--- config.mk ---
export PLATFORM = sky130hd
export DESIGN_NAME = sc_sevenseg_sequencer
export DESIGN_NICKNAME = d
export VERILOG_FILES = /design/src/rtl/sc_sevenseg_pkg.sv /design/src/rtl/sc_hex_to_7seg.sv /design/src/rtl/sc_sevenseg_sequencer.sv
export SDC_FILE = /design/constraint.sdc
export NUM_CORES = 1
export LEC_CHECK = 0
export ABC_AREA = 1
export CAP_MARGIN = 10
export CELL_PAD_IN_SITES_DETAIL_PLACEMENT = 1
export CELL_PAD_IN_SITES_GLOBAL_PLACEMENT = 1
export CORE_MARGIN = 2
export CORE_UTILIZATION = 27
export CTS_BUF_LIST = sky130_fd_sc_hd__clkbuf_8
export CTS_CLUSTER_DIAMETER = 30
export DETAILED_ROUTE_END_ITERATION = 7
export HOLD_SLACK_MARGIN = 0.03
export PLACE_DENSITY = 0.65
export RECOVER_POWER = 100
export SETUP_SLACK_MARGIN = 0.05
export SKIP_CTS_REPAIR_TIMING = 1
export SYNTH_ARGS = -nofsm -noshare
export SYNTH_HDL_FRONTEND = slang
export SYNTH_HIERARCHICAL = 1
export SYNTH_SLANG_ARGS = --single-unit
export TNS_END_PERCENT = 50
--- constraint.sdc ---
create_clock -name SC_SEVENSEG_CLOCK_50 -period 2.4 [get_ports SC_SEVENSEG_CLOCK_50]
set_input_delay 0.48 -clock SC_SEVENSEG_CLOCK_50 [delete_from_list [all_inputs] [get_ports SC_SEVENSEG_CLOCK_50]]
set_output_delay 0.48 -clock SC_SEVENSEG_CLOCK_50 [all_outputs]
set_load 0.02 [all_outputs]
--- src/rtl/sc_sevenseg_pkg.sv ---
// Shared types, segment table and sizing helper for the seven-segment sequencer.
package sc_sevenseg_pkg;

  // Playback phases of one display sequence.
  typedef enum logic [2:0] {
    StIdle,
    StShowHi,
    StGapHi,
    StShowLo,
    StGapLo
  } seq_state_e;

  // Hex glyphs, bit order {g,f,e,d,c,b,a}, 1 = lit. Entry 15 is written first.
  localparam logic [15:0][6:0] SegTable = {
    7'h71, 7'h79, 7'h5E, 7'h39, 7'h7C, 7'h77, 7'h6F, 7'h7F,
    7'h07, 7'h7D, 7'h6D, 7'h66, 7'h4F, 7'h5B, 7'h06, 7'h3F
  };

  // Counter width able to hold max(a, b) - 1; never narrower than one bit.
  function automatic int unsigned cnt_width(input int unsigned a, input int unsigned b);
    int unsigned m;
    int unsigned w;
    m = (a > b) ? a : b;
    w = $clog2(m);
    return (w < 1) ? 1 : w;
  endfunction

endpackage

--- src/rtl/sc_hex_to_7seg.sv ---
// Combinational 4-bit hex digit to seven-segment glyph decode.
module sc_hex_to_7seg
  import sc_sevenseg_pkg::*;
(
  input  logic [3:0] nibble_i,
  output logic [6:0] segments_o
);

  // Plain table lookup.
  always_comb begin
    segments_o = SegTable[nibble_i];
  end

endmodule

--- src/rtl/sc_sevenseg_sequencer.sv ---
// Captures an 8-bit value on a show request and plays it on one seven-segment
// digit: high nibble, gap, low nibble, gap, then back to blank idle.
module sc_sevenseg_sequencer
  import sc_sevenseg_pkg::*;
#(
  parameter int unsigned DIGIT_TICKS = 25000000,
  parameter int unsigned GAP_TICKS   = 5000000
) (
  input  logic       SC_SEVENSEG_CLOCK_50,
  input  logic       SC_SEVENSEG_RESET_InLow,
  input  logic [7:0] SC_SEVENSEG_data_InBUS,
  input  logic       SC_SEVENSEG_show_InLow,
  output logic [6:0] SC_SEVENSEG_segments_OutBUS,
  output logic       SC_SEVENSEG_dp_Out,
  output logic       SC_SEVENSEG_busy_Out
);

  localparam int unsigned CntW = cnt_width(DIGIT_TICKS, GAP_TICKS);
  localparam logic [CntW-1:0] DigitLast = CntW'(DIGIT_TICKS - 1);
  localparam logic [CntW-1:0] GapLast   = CntW'(GAP_TICKS - 1);

  seq_state_e      state_q, state_d;
  logic [CntW-1:0] cnt_q, cnt_d;
  logic [7:0]      shadow_q, shadow_d;
  logic            show_prev_q;
  logic            armed_q;
  logic [6:0]      seg_q, seg_d;
  logic            dp_q, dp_d;
  logic            busy_q, busy_d;

  logic            start;
  logic            phase_last;
  logic [3:0]      nibble_sel;
  logic [6:0]      nibble_seg;

  // A request held low through reset must not fire on release, so the edge
  // detector only arms once the request line has been seen high.
  assign start = (state_q == StIdle) && armed_q && show_prev_q && !SC_SEVENSEG_show_InLow;

  // Request edge detector and arming flag.
  always_ff @(posedge SC_SEVENSEG_CLOCK_50 or negedge SC_SEVENSEG_RESET_InLow) begin
    if (!SC_SEVENSEG_RESET_InLow) begin
      show_prev_q <= 1'b1;
      armed_q     <= 1'b0;
    end else begin
      show_prev_q <= SC_SEVENSEG_show_InLow;
      armed_q     <= armed_q | SC_SEVENSEG_show_InLow;
    end
  end

  // FSM state, phase counter and captured value.
  always_ff @(posedge SC_SEVENSEG_CLOCK_50 or negedge SC_SEVENSEG_RESET_InLow) begin
    if (!SC_SEVENSEG_RESET_InLow) begin
      state_q  <= StIdle;
      cnt_q    <= '0;
      shadow_q <= 8'h00;
    end else begin
      state_q  <= state_d;
      cnt_q    <= cnt_d;
      shadow_q <= shadow_d;
    end
  end

  // Next-state: start from idle, otherwise count out each timed phase.
  always_comb begin
    state_d    = state_q;
    cnt_d      = cnt_q;
    shadow_d   = shadow_q;
    phase_last = ((state_q == StShowHi) || (state_q == StShowLo)) ? (cnt_q == DigitLast)
                                                                  : (cnt_q == GapLast);
    unique case (state_q)
      StIdle: begin
        if (start) begin
          state_d  = StShowHi;
          cnt_d    = '0;
          shadow_d = SC_SEVENSEG_data_InBUS;
        end
      end
      StShowHi, StGapHi, StShowLo, StGapLo: begin
        if (phase_last) begin
          cnt_d = '0;
          unique case (state_q)
            StShowHi: state_d = StGapHi;
            StGapHi:  state_d = StShowLo;
            StShowLo: state_d = StGapLo;
            default:  state_d = StIdle;
          endcase
        end else begin
          cnt_d = cnt_q + 1'b1;
        end
      end
      default: begin
        state_d = StIdle;
        cnt_d   = '0;
      end
    endcase
  end

  // Single decoder shared by both nibbles; fed from next state so the
  // registered outputs line up with the state they describe.
  assign nibble_sel = (state_d == StShowLo) ? shadow_d[3:0] : shadow_d[7:4];

  sc_hex_to_7seg u_hex_to_7seg (
    .nibble_i   (nibble_sel),
    .segments_o (nibble_seg)
  );

  // Output decode from next state.
  always_comb begin
    seg_d  = 7'h00;
    dp_d   = 1'b0;
    busy_d = (state_d != StIdle);
    if ((state_d == StShowHi) || (state_d == StShowLo)) begin
      seg_d = nibble_seg;
    end
    if (state_d == StShowHi) begin
      dp_d = 1'b1;
    end
  end

  // Registered outputs; reset blanks them immediately.
  always_ff @(posedge SC_SEVENSEG_CLOCK_50 or negedge SC_SEVENSEG_RESET_InLow) begin
    if (!SC_SEVENSEG_RESET_InLow) begin
      seg_q  <= 7'h00;
      dp_q   <= 1'b0;
      busy_q <= 1'b0;
    end else begin
      seg_q  <= seg_d;
      dp_q   <= dp_d;
      busy_q <= busy_d;
    end
  end

  assign SC_SEVENSEG_segments_OutBUS = seg_q;
  assign SC_SEVENSEG_dp_Out          = dp_q;
  assign SC_SEVENSEG_busy_Out        = busy_q;

endmodule
* Word level (Yosys, flattened, before mapping)
Memories as Yosys holds them, arrays and structs flattened. Cells that the tools add are included.
Operators by class: bitwise logic cells 1, reductions and logical operators 9, eq/ne operators 9, add/sub/neg operators 1, order comparisons 1, multiplexer cells 14
Operators by type and width (count):
- $mux W25 | 2
- $pmux W25 S2 | 1
- $add A25 B1 Y25 const B | 1
- $eq A25 B23 Y1 const B | 1
- $eq A25 B25 Y1 const B | 1
- $mux W8 | 2
- $mux W7 | 2
- $eq A3 B2 Y1 const B | 3
- $pmux W3 S3 | 1
- $eq A3 B1 Y1 const B | 2
- $mux W3 | 2
- $pmux W3 S2 | 1
- $lt A4 B5 Y1 const B | 1
- $mux W4 | 1
- $reduce_or A4 Y1 | 1
- $eq A3 B3 Y1 const B | 1
- $logic_and A1 B1 Y1 | 3
- $logic_not A3 Y1 | 1
- $reduce_bool A3 Y1 | 1
- $logic_or A1 B1 Y1 | 2
- $mux W1 | 2
- $ne A2 B2 Y1 const B | 1
- $logic_not A1 Y1 | 1
- $or A1 B1 Y1 | 1
Storage, ports and cells: bits in registers 47, ROM bits 112, output and inout port bits 9, memories kept 1, bits of input ports 11
Memories:
- (name not given) | words 16, bits a word 7, read ports 1, clocked after Yosys merged registers in 0, write ports 0, RTL line sc_hex_to_7seg.sv:11 | segments_o = SegTable[nibble_i];

* Logic depth before layout (Yosys ltp)
Gate-level depths: netlist of run 1.
word-level depth 11, depth in mapped cells 23

* Hierarchy
The synthesis of run 1 kept the hierarchy.
By module, submodules not included:
- sc_sevenseg_sequencer | sequential area each 1177.4 um^2, times used 1, area each 2643.8 um^2, cells an instance 335
- sc_hex_to_7seg | sequential area each 0.0 um^2, times used 1, area each 270.3 um^2, cells an instance 52

* Worst setup path after synthesis of run 1
OpenSTA, ideal clock, no wires.
kind register to register, start register cnt_q[1], end register seg_q[3], in the netlist SC_SEVENSEG_segments_OutBUS[3], arrival 2.227 ns, clock period less this slack 2.342 ns, data required time 2.285 ns, stages on the path, launching flop included 20, path slack 0.058 ns, path through dfrtp_1 > ha_1 > inv_1 > nor3_4 > nand3_2 > nor2_4 > nand2_2 > nand2_2 > nand2_4 > nor2_8 > nand3_1 > nand2_1 > inv_1 > ha_1 > nand2_1 > o21ai_0 > nand2_1 > nand2_1 > inv_1 > nor2_1
On the way: longest elaborated chain between the ends 9, elaborated cells between the ends (all ways) 12, those cells by class 4 x eq/ne; 6 x mux; 1 x reduce/logical; 1 x memory
RTL lines:
- from (decl) | RTL line sc_sevenseg_sequencer.sv:23 | logic [CntW-1:0] cnt_q, cnt_d;
- from (signal assigned) | RTL line sc_sevenseg_sequencer.sv:59 | cnt_q <= cnt_d;
- $eq A25 B23 Y1 / $eq A25 B25 Y1 (equally long branches) | RTL line sc_sevenseg_sequencer.sv:70, sc_sevenseg_sequencer.sv:69
- $mux W1 (*) | RTL line sc_sevenseg_sequencer.sv:69 | phase_last = ((state_q == StShowHi) || (state_q == StShowLo)) ? (cnt_q == DigitLast)
- $mux W3 (*) | RTL line sc_sevenseg_sequencer.sv:80 | if (phase_last) begin
- $pmux W3 S2 (*) | RTL line sc_sevenseg_sequencer.sv:71 | unique case (state_q)
- named net state_d[1] | RTL line sc_sevenseg_sequencer.sv:22 | seq_state_e state_q, state_d;
- $eq A3 B2 Y1 (*) | RTL line sc_sevenseg_sequencer.sv:101 | assign nibble_sel = (state_d == StShowLo) ? shadow_d[3:0] : shadow_d[7:4];
- $mux W4 (*) | RTL line sc_sevenseg_sequencer.sv:101
- named net nibble_sel[0] | RTL line sc_sevenseg_sequencer.sv:33 | logic [3:0] nibble_sel;
- $mem_v2 Z16 W7 (*)
- $mux W7 (implied by the code) (*) | RTL line sc_hex_to_7seg.sv:11
- named net nibble_seg[3] | RTL line sc_sevenseg_sequencer.sv:34 | logic [6:0] nibble_seg;
- $mux W7 (*) | RTL line sc_sevenseg_sequencer.sv:113 | if ((state_d == StShowHi) || (state_d == StShowLo)) begin
- named net seg_d[3] | RTL line sc_sevenseg_sequencer.sv:27 | logic [6:0] seg_q, seg_d;
- to (signal assigned) | RTL line sc_sevenseg_sequencer.sv:128 | seg_q <= seg_d;
- to (decl) | RTL line sc_sevenseg_sequencer.sv:27
Mark *: on every way through the listed nets, which the timed path passes. The rest lies on a longest branch. The select of a mux whose other input is x is not followed. A chain may end at the register's enable or synchronous reset.

* Worst setup path in the final report of run 1
Ends and elaborated chain as after synthesis.

==> flow_summary.yaml, run 1 <==
sta:
  hold_viol_final: 0
  skew_ns: 0.0149
  final.setup.worst_slack_ns: -0.0363
  fin_crit_ns: 2.44
  fin_crit_sh: 1.02
  hold_ws_ns: 0.411
  tightest_slew_ns: 1.25
  fmax_mhz: 410
  rsz0062_at_grt: "true"
  slew_viol_final: 0
  slew_headroom: 0.163
  finalSetupViolCount: 5
placement:
  dp_slack_ns: -0.260
  dpl.hpwl_mm: 6.58
  place_inst: 584
  port_buffers: 19
  place.gp.congestion: 0.884
floorplanning:
  start_util: 0.280
  core_area_mm2: 0.0104
  die_area_mm2: 0.0116
  die_w_um: 108
  die_h_um: 108
  floorplan.rows: 37
  ios: 20
route:
  routed_via_density: 4.61
  wl_per_cell_um: 14.0
  post-route-drc-count: 0
  drt_pass1_iterations: 4
  drt_iter0_drc: 38
  vias: 2744
  ant_nets: 0
  routed_wl_mm: 8.34
grt:
  grtUsageTotal: 0.155
  grt-ovfl-total: 0
  grt_first_pass_wirelength_mm: 14.2
  grt_max_degree: 27
  grt_pass1_vias: 2940
  antenna_found_initial: 0
layout:
  antennaDiodeCount: 0
  finalNetCount: 477
  fin_cells: 595
  drive_gt1_frac: 0.259
  area_growth_pct: 29.5
  utilization: 0.362
clocking:
  cts-root-buf: "clkbuf_8"
  clockBufferDepth: 2
  cts_inserted_buffers: 5
  clk_pin_slew_ns: 0.10
  worstSkewPairLatency_ns: 0.32
  htreeDepth: 2
  cts.sinks: 47
  tritoncts: "yes"
logic_synthesis:
  yosys.area.top_type_share: 0.395
  synth_cell_type_count: 40
  synthTopCellsByCount: "nand2_1 (111), inv_1 (48), dfrtp_1 (46)"
  synth_area_leaders: "dfrtp_1 (40%), nand2_1 (14%), inv_1 (6.2%)"
  ys_ff_latch: 47
  synth_edf_count: 0
  yosysMostFrequentCell: "nand2_1"
  synthFlopType: "dfrtp_1"
  synth_area_leader_cell: "dfrtp_1"
  syn_avg_cell_area_um2: 7.53
  syn_nets: 406
  yosysSeqAreaShare: 0.404
  syn_inst: 387
  ys_async_sr_fraction: 1.00
  synth_area_mm2: 0.00291
  yosys_warnings: 6
worst_setup_path:
  crit_path_max_fanout: 4
  cp-start-kind: "register"
  cp_data_arrival_time_ns: 2.69
  critPathCaptureType: "register"
  worstSetupPathType: "reg -> reg"
  required_ns: 2.66
pwr:
  vdd_drop_max_v: 0.000203
  leakage_nw: 1.88
  p_per_area_mw_per_mm2: 352
outcome:
  outcome: "complete, but fails checks"
  violations: "negative setup slack"
run:
  max-cap-violations: 0
hold_path:
  hp-class: "in -> async"
-- power by group --
part	internal [mW]	switching (mW)	leakage [nW]
logic	0.0146	0.0207	1.33
clock network	0.200	0.300	0.0453
registers	0.793	0.000237	0.508
total	1.01	0.321	1.88
-- cell type report --
cell class | count | area [um^2]
Fill cell | 1308 | 6640
Multi-Input combinational cell | 276 | 1560
Sequential cell | 47 | 1180
Timing Repair Buffer | 66 | 534
Inverter | 62 | 249
Tap cell | 136 | 170
Clock buffer | 5 | 68.8
Clock inverter | 3 | 16.3
-- worst paths after layout --
kind / start / end / slack, ns / depth (start not counted)
worst min register to register: shadow_q[7]$_DFF_PN0_ / shadow_q[7]$_DFF_PN0_ / 0.49 / 2
worst min-delay path: SC_SEVENSEG_RESET_InLow / cnt_q[2]$_DFFE_PN0P_ / 0.41 / 1
min in group SC_SEVENSEG_CLOCK_50: shadow_q[7]$_DFF_PN0_ / shadow_q[7]$_DFF_PN0_ / 0.49 / 2
worst max-delay path: cnt_q[1]$_DFFE_PN0P_ / SC_SEVENSEG_segments_OutBUS[3]$_DFF_PN0_ / -0.04 / 21
max in group asynchronous: SC_SEVENSEG_RESET_InLow / cnt_q[20]$_DFFE_PN0P_ / 0.68 / 2
worst max register to register: cnt_q[1]$_DFFE_PN0P_ / SC_SEVENSEG_segments_OutBUS[3]$_DFF_PN0_ / -0.04 / 21
-- sequential cells by signal (all words and copies together) (netlist names) --
signal / cells
armed_q: 1
SC_SEVENSEG_segments_OutBUS: 7
SC_SEVENSEG_busy_Out: 1
show_prev_q: 1
cnt_q: 25
state_q: 3
shadow_q: 8
SC_SEVENSEG_dp_Out: 1
-- cells by family after synthesis --
logic type      synth area share
simple gates               0.383
compound gates            0.0704
xor+xnor                  0.0210
flops                      0.404
fa+ha+maj                 0.0344
buf+inv                   0.0872
-- per-layer routing --
layer / GRT usage / part of all wire / vias up
met2: 0.270 / 0.50 / 36
met4: 0.0513 / 0.021 / 0
li1: - / - / 1360
met1: 0.190 / 0.45 / 1334
met3: 0.0309 / 0.029 / 14
met5: 0 / 0 / -
-- worst max-delay path: stages, from the launching register on --
cell     delay (ns)
dfrtp_1        0.36
ha_2           0.20
inv_2          0.05
nor3_4         0.21
nand3_2        0.12
nor2_4         0.15
nand2_2        0.07
nand2_2        0.07
nand2_4        0.06
nor2_8         0.15
nand2_4        0.09
nand2_4        0.07
nand2_4        0.07
buf_4          0.14
ha_2           0.16
inv_2          0.06
nand2_1        0.05
nand2_1        0.05
nand2_1        0.04
nand2_1        0.06
inv_1          0.04
nor2_1         0.08
-- cell usage in the layout, fill, tap and decap left out, types with 6 or more instances in the layout --
master and n:
nand3_1 27, inv_2 12, nand2_2 12, buf_4 40, nand2_1 101, inv_1 44, nand2_4 8, dfrtp_1 46
o22ai_1 6, clkdlybuf4s50_1 8, inv_4 6, nor2_1 41, dlygate4sd3_1 10, o21ai_1 8, nor3_1 8, xor2_1 7
a21oi_1 10, nand4_1 7
-- through the flow --
step / cell area (um^2) / power (mW) / setup TNS, ns
2_1_floorplan: 2910 / 0.811 / 0
3_3_place_gp: 3600 / 0.850 / -1.21
3_5_place_dp: 3600 / 0.850 / -1.58
4_1_cts: 3680 / 1.36 / -1.04
5_1_grt: 3770 / 1.38 / -3.06
6_report: 3770 / 1.33 / -0.0819
(Power assumes the default switching activity.)
==> inputs of run 2 (changes only) <==
--- a/config.mk
+++ b/config.mk
@@ -8,14 +8,15 @@
 export ABC_AREA = 1
 export CAP_MARGIN = 10
 export CELL_PAD_IN_SITES_DETAIL_PLACEMENT = 1
-export CELL_PAD_IN_SITES_GLOBAL_PLACEMENT = 1
+export CELL_PAD_IN_SITES_GLOBAL_PLACEMENT = 2
+export CORE_ASPECT_RATIO = 0.7
 export CORE_MARGIN = 2
 export CORE_UTILIZATION = 27
 export CTS_BUF_LIST = sky130_fd_sc_hd__clkbuf_8
 export CTS_CLUSTER_DIAMETER = 30
 export DETAILED_ROUTE_END_ITERATION = 7
 export HOLD_SLACK_MARGIN = 0.03
-export PLACE_DENSITY = 0.65
+export PLACE_DENSITY = 0.76
 export RECOVER_POWER = 100
 export SETUP_SLACK_MARGIN = 0.05
 export SKIP_CTS_REPAIR_TIMING = 1
==> run 2 against run 1 <==
Sequential share of layout area fell by 1.1 points. Cell count rose by 1.0%. Highest routed layer unchanged. Utilization rose by 1.3 points. The flow still finishes with violations (negative setup slack).
==> flow_summary.yaml, run 2 (same netlist as run 1, synthesis figures left out) <==
clocking:
  clk_pin_slew_ns: 0.09
  cts-root-buf: "clkbuf_8"
  clockBufferDepth: 2
  cts_inserted_buffers: 5
  htreeDepth: 2
  cts.sinks: 47
  tritoncts: "yes"
  worstSkewPairLatency_ns: 0.32
floorplanning:
  die_area_mm2: 0.0117
  die_w_um: 128
  floorplan.rows: 31
  core_area_mm2: 0.0104
  ios: 20
  die_h_um: 90.9
  start_util: 0.279
run:
  max-cap-violations: 0
sta:
  fmax_mhz: 395
  tightest_slew_ns: 1.40
  rsz0062_at_grt: "true"
  finalSetupViolCount: 7
  hold_ws_ns: 0.473
  setup_tns_ns: -0.798
  slew_viol_final: 0
  final.setup.worst_slack_ns: -0.131
  fin_crit_sh: 1.05
  skew_ns: 0.00921
  slew_headroom: 0.0644
  hold_viol_final: 0
  fin_crit_ns: 2.53
worst_setup_path:
  r2r_start: "cnt_q[1]$_DFFE_PN0P_"
  required_ns: 2.65
  cp-startpoint: "cnt_q[1]$_DFFE_PN0P_"
  crit_path_max_fanout: 5
  worstSetupPathType: "reg -> reg"
  critPathCaptureType: "register"
  cp-start-kind: "register"
  cp_data_arrival_time_ns: 2.78
  r2r_cells: 19
layout:
  fin_cells: 601
  drive_gt1_frac: 0.307
  finalNetCount: 487
  layout_commonest_cell: "nand2_1"
  antennaDiodeCount: 0
  final_cell_mix: "nand2_1 (96), dfrtp_1 (46), buf_4 (45)"
  fillers: 1268
  area_growth_pct: 34.5
  top_register: "cnt_q"
  multi_input_area_mm2: 0.00159
  seq_area_mm2: 0.00118
  utilization: 0.376
  largest_register_ffs: 25
  design_area_mm2: 0.00392
outcome:
  outcome: "complete, but fails checks"
  violations: "negative setup slack"
placement:
  dp_slack_ns: -0.275
  place.gp.congestion: 0.826
  place_inst: 589
  dpl.hpwl_mm: 6.93
  place_area_mm2: 0.00367
  port_buffers: 19
pwr:
  p_per_area_mw_per_mm2: 353
  power_mw: 1.38
  vdd_drop_max_v: 0.000162
  leakage_nw: 1.95
grt:
  grt_pass1_vias: 2833
  grt-ovfl-total: 0
  grt_max_degree: 25
  grtUsageTotal: 0.161
  grt_first_pass_wirelength_mm: 14.6
  antenna_found_initial: 0
route:
  routed_via_density: 4.57
  drt_iter0_drc: 76
  drt_pass1_iterations: 4
  vias: 2746
  post-route-drc-count: 0
  wl_per_cell_um: 14.7
  ant_nets: 0
  routed_wl_mm: 8.83
hold_path:
  hp-class: "in -> async"
[run 2: changes by cell type in the layout (fill, tap and decap cells not counted), sizes merged]
cell and change:
buf +9, clkbuf +3, clkinv -1, clkinvlp -1
[run 2: area by class of cell]
cell class,instances,area share
inverters,62,0.0635
well taps,132,0.0421
flip-flops and latches,47,0.300
repair buffers,76,0.162
clock inverters,1,0.000958
multi-input cells,276,0.407
clock buffers,7,0.0246
[run 2: layer usage]
layer | up-vias | wire [um] | part of all wire | track usage
li1 | 1388 | - | - | -
met1 | 1318 | 4810 | 0.55 | 0.248
met2 | 33 | 3720 | 0.42 | 0.233
met3 | 7 | 212 | 0.024 | 0.0267
met4 | 0 | 82 | 0.0093 | 0.0357
met5 | - | 0 | 0 | 0
[run 2: worst max-delay path, cell delays in order (launching register included)]
cell,delay (ns)
dfrtp_1,0.37
ha_2,0.20
inv_2,0.05
nor3_4,0.22
nand3_2,0.13
nor2_4,0.16
nand2_2,0.07
nand2_2,0.07
nand2_4,0.07
nor2_8,0.17
nand2_4,0.09
nand2_4,0.07
nand2_4,0.07
buf_6,0.13
ha_2,0.20
o21ai_0,0.15
nand2_1,0.07
nand2_1,0.06
inv_1,0.03
nor2_1,0.07
[run 2: report_power, final]
part	total, mW	internal [mW]	switching [mW]
clock network	0.556	0.260	0.296
logic	0.0346	0.0137	0.0209
registers	0.793	0.793	0.000225
total	1.38	1.07	0.317
[run 2: worst paths after layout]
check	to	slack, ns
min in group SC_SEVENSEG_CLOCK_50	armed_q$_DFF_PN0_	0.49
min	shadow_q[2]$_DFF_PN0_	0.47
min reg2reg	armed_q$_DFF_PN0_	0.49
max in group asynchronous	SC_SEVENSEG_segments_OutBUS[6]$_DFF_PN0_	0.61
max reg2reg	SC_SEVENSEG_segments_OutBUS[3]$_DFF_PN0_	-0.13
max	SC_SEVENSEG_segments_OutBUS[3]$_DFF_PN0_	-0.13
